**src/rtl/frame_dump_ctrl.sv**
```systemverilog
// frame_dump_ctrl: counts video frames on VGA_VS falling edges and opens a
// dump window that starts at a configured frame index. The window is
// optionally gated by the end of a ROM download and is aborted when a new
// download starts.
module frame_dump_ctrl #(
  parameter int unsigned START_FRAME = 0,
  parameter int unsigned LEN_FRAMES  = 0,
  parameter bit          WAIT_DL     = 1'b1
) (
  input  logic        clk,
  input  logic        rst_n,
  input  logic        VGA_VS,
  input  logic        led,
  output logic [31:0] frame_cnt,
  output logic        dump_on,
  output logic        dump_off,
  output logic        dump_active,
  output logic        done
);

  typedef enum logic [2:0] {
    S_IDLE,
    S_WAIT_DL,
    S_ARMED,
    S_DUMPING,
    S_DONE
  } state_t;

  localparam logic [31:0] START = START_FRAME;
  localparam logic [31:0] LEN   = LEN_FRAMES;

  state_t      state;
  state_t      state_nx;
  state_t      rearm;
  logic        vs_l;
  logic        led_l;
  logic        vs_fall;
  logic        led_fall;
  logic        led_rise;
  logic [31:0] dump_len;
  logic [31:0] dump_len_nx;
  logic        dump_on_nx;
  logic        dump_off_nx;

  assign vs_fall  = vs_l & ~VGA_VS;
  assign led_fall = led_l & ~led;
  assign led_rise = ~led_l & led;

  // Delayed copies of the sync and download inputs for edge detection.
  always_ff @(posedge clk) begin
    if (!rst_n) begin
      vs_l  <= 1'b1;
      led_l <= 1'b0;
    end else begin
      vs_l  <= VGA_VS;
      led_l <= led;
    end
  end

  // Saturating frame counter, advanced one cycle after each vs_fall.
  always_ff @(posedge clk) begin
    if (!rst_n) begin
      frame_cnt <= '0;
    end else if (vs_fall && (frame_cnt != '1)) begin
      frame_cnt <= frame_cnt + 32'd1;
    end else begin
      frame_cnt <= frame_cnt;
    end
  end

  // Next-state and pulse decode; an abort (led_rise) outranks every other event.
  always_comb begin
    state_nx    = state;
    dump_len_nx = dump_len;
    dump_on_nx  = 1'b0;
    dump_off_nx = 1'b0;
    rearm       = WAIT_DL ? S_WAIT_DL : S_ARMED;
    case (state)
      S_IDLE: begin
        state_nx = rearm;
      end
      S_WAIT_DL: begin
        if (led_fall) begin
          state_nx = S_ARMED;
        end
      end
      S_ARMED: begin
        if (led_rise) begin
          state_nx = rearm;
        end else if (vs_fall && (frame_cnt >= START)) begin
          state_nx    = S_DUMPING;
          dump_on_nx  = 1'b1;
          dump_len_nx = '0;
        end
      end
      S_DUMPING: begin
        if (led_rise) begin
          state_nx    = rearm;
          dump_off_nx = 1'b1;
        end else if (vs_fall) begin
          dump_len_nx = dump_len + 32'd1;
          if ((LEN != '0) && (dump_len_nx == LEN)) begin
            state_nx    = S_DONE;
            dump_off_nx = 1'b1;
          end
        end
      end
      S_DONE: begin
        state_nx = S_DONE;
      end
      default: begin
        state_nx = S_IDLE;
      end
    endcase
  end

  // State register and registered outputs derived from the next state.
  always_ff @(posedge clk) begin
    if (!rst_n) begin
      state       <= S_IDLE;
      dump_len    <= '0;
      dump_on     <= 1'b0;
      dump_off    <= 1'b0;
      dump_active <= 1'b0;
      done        <= 1'b0;
    end else begin
      state       <= state_nx;
      dump_len    <= dump_len_nx;
      dump_on     <= dump_on_nx;
      dump_off    <= dump_off_nx;
      dump_active <= (state_nx == S_DUMPING);
      done        <= (state_nx == S_DONE);
    end
  end

endmodule

```
**config.mk**
```make
export PLATFORM = sky130hd
export DESIGN_NAME = frame_dump_ctrl
export DESIGN_NICKNAME = d
export VERILOG_FILES = /design/src/rtl/frame_dump_ctrl.sv
export SDC_FILE = /design/constraint.sdc
export NUM_CORES = 1
export LEC_CHECK = 0
export BUFFER_PORTS_ARGS = -buffer_cell sky130_fd_sc_hd__buf_2
export CORE_ASPECT_RATIO = 1.25
export CORE_MARGIN = 5
export CORE_UTILIZATION = 30
export CTS_CLUSTER_DIAMETER = 100
export DETAILED_ROUTE_END_ITERATION = 10
export GPL_TIMING_DRIVEN = 0
export SLEW_MARGIN = 20
export SYNTH_ARGS = -nofsm -noshare
export SYNTH_HDL_FRONTEND = slang
export SYNTH_SLANG_ARGS = --single-unit
```
**constraint.sdc**
```tcl
create_clock -name clk -period 3.41 [get_ports clk]
set_clock_uncertainty 0.05 [all_clocks]
set_input_delay 0.682 -clock clk [delete_from_list [all_inputs] [get_ports clk]]
set_output_delay 0.682 -clock clk [all_outputs]
set_load 0.03 [all_outputs]
```
==> metrics.txt, run 1 <==
DR pass1 iterations=4; Worst EP required=roughly 3.6 ns; CP max-delay cell=or4_4; CTS Sinks=41; Post-Syn Area=1950 µm²; Syn Nets=237; Unique masters post-synth=39; Starting Density=31.2%; minimum clock period after layout=2.55 ns; Worst Tran Pin Value=0.880 ns; First DRT Iteration DRCs=between 90 and 100; worst vdd ir=0.000239 V; Vias/cell=4.95; DRC viols=0; final setup violation count=0; DIE AREA=8220 µm²; fraction of layout cells with a size suffix above 1=20.4%; hold violation count in the final report=0; H-tree levels=2; sequential-to-total area share from yosys stat=between 40% and 50%; Max-Cap Viols=0; most common cell after layout, fill and taps aside=dfxtp_1; Rel. slew slack=40.8%; crit share post-route=74.9%; PnR worst setup slack=0.856 ns; final wirelength=roughly 4.6 mm; CP Capture Type=flip-flop; # rows=32; most used cell, CP=or4_1; initial antenna violation count=0; CTS max path bufs=2; Post-CTS Setup Bufs=0; cts repair resizes=0; hold_buf cts=0; crit path max fanout=9; die width=82.1 µm; Mapped Cells=~230; CTS buffer count=5; register clock-pin slew on the reported worst setup and hold paths=about 0.08 ns; Die Y=100 µm; Max Freq=391 MHz; GP Congestion=0.826; HPWL Detailed=3.47 mm; port bufs=39; number of fill cells=approximately 670; max incr delay on CP=roughly 0.58 ns; Fin Setup TNS=0 ns; area grow syn2layout=21.4%; Power Dens Cells=393 nW/µm²; placed inst area=2250 µm²; critical path type=flip-flop to flip-flop; outcome=finished, final reports clean; unrepaired setup endpoints after global routing=no; Clock Latency Late Sink=0.29 ns; largest net degree at the start of global routing=13; final net count=around 280; first-pass GRT wire length=7.69 mm; cell family with most CP delay=simple AND/OR/NAND/NOR gates; cells along the critical path=nand4_4, or4_4, or4_1, buf_2, or4_1, a21oi_1; CP startpoint kind=flip-flop; final instance area=2370 µm²; HP Class=flip-flop to flip-flop; pre-CTS setup slack=0.789 ns; Total Routing Usage GR=11.8%; #FFs+latches synth=41; CP arrival=2.73 ns; Syn Area/Cell=8.40 µm²; Worst Path Buf+Inv=1; antenna-violating nets left=0; Seq. cell area=roughly 820 µm²; leak pwr=0.942 nW; routed vias=1,802; Pins Over Slew Limit=0; vias in the first global route=1,637; ant diodes=0; Root Driver=clkbuf_8; CTS tree=yes; Ports=40; commonest non-fill, non-tap cells in the layout=41 x dfxtp_1, 40 x buf_2, 22 x nand2_1; Overflow after GRT=0; DR WL/cell=around 13 µm; Ys Warns=0; Core Region=approximately 6200 µm²; multi-input logic area=1070 µm²
==> synth_stat cells, drive strengths merged <==
library cell | number | area (µm²)
dfxtp | 41 | 821
nand2 | 22 | 82.6
a21oi | 18 | 90.1
o21ai | 16 | 80.1
nor2 | 14 | 52.6
nand2b | 12 | 75.1
nand4 | 12 | 90.1
nand3 | 11 | 67.6
or3 | 11 | 71.3
inv | 9 | 33.8
mux2i | 8 | 80.1
clkbuf | 6 | 22.5
nor3 | 6 | 30.0
a31oi | 5 | 31.3
or4 | 5 | 42.5
o31ai | 4 | 30.0
xnor2 | 4 | 35.0
nor2b | 3 | 18.8
nor4 | 3 | 18.8
a31o | 2 | 17.5
and2 | 2 | 12.5
and3 | 2 | 12.5
and4 | 2 | 17.5
nor3b | 2 | 15.0
o211a | 2 | 20.0
or2 | 2 | 12.5
a2111oi | 1 | 8.76
a21boi | 1 | 7.51
a21o | 1 | 7.51
a311o | 1 | 10.0
and3b | 1 | 8.76
buf | 1 | 5.00
ha | 1 | 12.5
xor2 | 1 | 8.76
==> registers in the layout, indices dropped and copies added, names as in the netlist <==
register and flops:
done 1, dump_off 1, dump_on 1, led_l 1
state 3, frame_cnt 32, vs_l 1, dump_active 1
==> cell type report <==
| class | count | share of cell area [%] |
|---|---|---|
| buffer | 7 | 1.16 |
| clock buffer | 7 | 3.65 |
| clock inverter | 1 | 1.27 |
| inverter | 9 | 1.43 |
| multi-input combinational | 175 | 45.1 |
| sequential | 41 | 34.7 |
| tap | 85 | 4.49 |
| timing repair buffer | 39 | 8.25 |
==> worst register-to-register path, delay by kind of cell (launching register included) <==
kind            cells  cell delay [ns]
simple gates        4             1.67
flops               1             0.45
buf+inv             1             0.17
compound gates      1             0.14
==> routing by layer <==
metal	share of wire [%]	GRT usage [%]	wire length, µm	up-vias
li1	-	-	-	936
met4	0.37	4.48	17	0
met3	6.0	2.69	278	2
met2	48	19.3	2230	38
met1	45	15.0	2090	826
met5	0	0	0	-
==> final timing paths <==
path                 start       endpoint  slack [ns]  depth (start not counted)
min               state[2]       state[2]        0.44                          2
min reg2reg       state[2]       state[2]        0.44                          2
max reg2reg  frame_cnt[13]  frame_cnt[30]        0.86                          6
max          frame_cnt[13]  frame_cnt[30]        0.86                          6
==> cell families after synthesis <==
family          share of synthesized area (%)
compound gates                           15.5
xor+xnor                                 2.25
fa+ha+maj                               0.642
buf+inv                                  3.14
flops                                    42.1
mux                                      4.11
simple gates                             32.2
==> metrics by stage <==
| step | total power [mW] | hold slack [ns] | util (%) | cells |
|---|---|---|---|---|
| 5_1_grt | 0.966 | 0.489 | 37.9 | 364 |
| 3_3_place_gp | 0.539 | 0.427 | 36.0 | 356 |
| 3_5_place_dp | 0.540 | 0.430 | 36.0 | 356 |
| 2_1_floorplan | 0.526 | 0.405 | - | 232 |
| 4_1_cts | 0.944 | 0.443 | 37.9 | 364 |
| 6_report | 0.929 | 0.439 | 37.9 | 364 |
==> report_power, final <==
group	switching, mW	internal (mW)	leakage, nW
Combinational	0.0257	0.0121	0.552
Sequential	0.00629	0.483	0.331
Clock	0.163	0.239	0.0585
Power figures use the tool's default switching activity.
==> run 2, diff against run 1 <==
Clock period 3.41 ns to 2.6 ns, I/O delays scaled along.
==> metrics.txt, run 2 (synthesis results as in run 1) <==
outcome=finished, final reports clean; CTS tree=yes; HPWL Detailed=3.54 mm; most common cell after layout, fill and taps aside=buf_2; GP Congestion=0.857; final wirelength=4.68 mm; HP Class=input port to flip-flop; Hold Path Stages=2; unrepaired setup endpoints after global routing=no; Total Routing Usage GR=12.2%; First DRT Iteration DRCs=101; Core Region=6250 µm²; area grow syn2layout=22.7%; Worst EP required=2.77 ns; CP arrival=2.64 ns; crit share post-route=94.8%; Layout Cells excl Fill=about 360; max incr delay on CP=0.56 ns; fraction of layout cells with a size suffix above 1=23.0%; initial antenna violation count=0; final setup violation count=0; Die Y=~100 µm; ant diodes=0; hold violation count in the final report=0; max FFs per register=32; commonest non-fill, non-tap cells in the layout=40 x buf_2, 35 x dfxtp_1, 22 x nand2_1; register clock-pin slew on the reported worst setup and hold paths=about 0.08 ns; routed vias=about 1,800; leak pwr=0.954 nW; M2 GR Usage=20.3%; CTS max path bufs=2; Root Driver=clkbuf_8; Overflow after GRT=0; cts repair resizes=0; DRC viols=0; crit path max fanout=7; H-tree levels=2; final net count=282; number of instances in the placed design=356; Fin Setup TNS=0 ns; DR pass1 iterations=5; CP max-delay cell=or4_4; antenna-violating nets left=0; met3 GRT Util=3.14%; DIE AREA=8220 µm²; critical path type=flip-flop to flip-flop; gr busiest metal=met2; Max-Cap Viols=0; # rows=32; Pins Over Slew Limit=0; number of cells on the worst reg-to-reg path=6; Max Freq=406 MHz; Rel. slew slack=44.4%; CP startpoint kind=flip-flop; CTS buffer count=5; DR WL/cell=12.9 µm; cells along the critical path=nand3_4, or4_4, or4_1, buf_2, or4_1, a21oi_1; Clock Latency Late Sink=0.29 ns; port bufs=39; Worst Tran Pin Value=between 0.8 and 0.9 ns; Ports=40; vias in the first global route=1,735; largest net degree at the start of global routing=14; hold_buf cts=0; Starting Density=31.2%; Vias/cell=5.09; die width=approximately 80 µm; most used cell, CP=or4_1; Largest regs=frame_cnt: 32 flops, state: 3 flops; CP Capture Type=flip-flop; minimum clock period after layout=approximately 2.5 ns; Tot Pwr=1.29 mW; Power Dens Cells=541 nW/µm²; worst vdd ir=0.000350 V; Post-CTS Setup Bufs=0; register bank with the most flops=frame_cnt; CTS Sinks=41; first-pass GRT wire length=8.14 mm; met1 Use GR=between 10% and 20%
==> run 2: changes by cell type in the layout (fill, tap and decap cells not counted) <==
cell,before,now
dfxtp_4,0,1
bufinv_16,1,2
dfxtp_1,41,35
dfxtp_2,0,5
clkbuf_1,7,5
clkinv_2,0,1
clkbuf_8,6,5
==> run 2: critical path, delay by kind of cell, from the launching register on <==
kind                   cells  cell delay (ns)
AND/OR/NAND/NOR            4             1.59
buffers and inverters      1             0.17
AO/OA/AOI/OAI              1             0.14
flip-flops                 1             0.45
==> run 2: path summary, 6_finish.rpt <==
check                startpoint             to  slack [ns]
setup / recovery  frame_cnt[18]  frame_cnt[30]        0.13
hold / removal           VGA_VS           vs_l        0.40
setup reg to reg  frame_cnt[18]  frame_cnt[30]        0.13
hold reg to reg        state[2]       state[2]        0.44
==> run 2: per-stage QoR <==
| step | setup slack (ns) | util, % | instance area (µm²) | hold slack [ns] |
|---|---|---|---|---|
| final | 0.135 | 38.3 | 2390 | 0.402 |
| after global routing | 0.00156 | 38.3 | 2390 | 0.405 |
| after CTS | 0.0629 | 38.2 | 2390 | 0.396 |
| after detailed placement | 0.0897 | 36.1 | 2250 | 0.428 |
| after global placement | 0.120 | 36.1 | 2250 | 0.426 |
| after floorplan | 0.0242 | - | 1950 | 0.405 |
==> run 2: area by class of cell <==
cell class / count / area (µm²)
sequential: 41 / 831
inverter: 9 / 33.8
multi-input combinational: 175 / 1070
clock inverter: 3 / 65.1
clock buffer: 5 / 68.8
timing repair buffer: 39 / 195
tap: 85 / 106
fill: 676 / 3850
buffer: 6 / 23.8
==> run 2: where the power goes <==
part / switching, mW / internal, mW / total, mW / leakage (nW)
logic: 0.0336 / 0.0158 / 0.0494 / 0.551
clock network: 0.222 / 0.381 / 0.603 / 0.0681
registers: 0.00798 / 0.633 / 0.641 / 0.335
total: 0.264 / 1.03 / 1.29 / 0.954
==> run 2: routing by layer <==
layer,up-vias,routed length [µm]
li1,932,-
met5,-,0
met1,873,2110
met3,4,245
met2,38,2280
met4,0,34
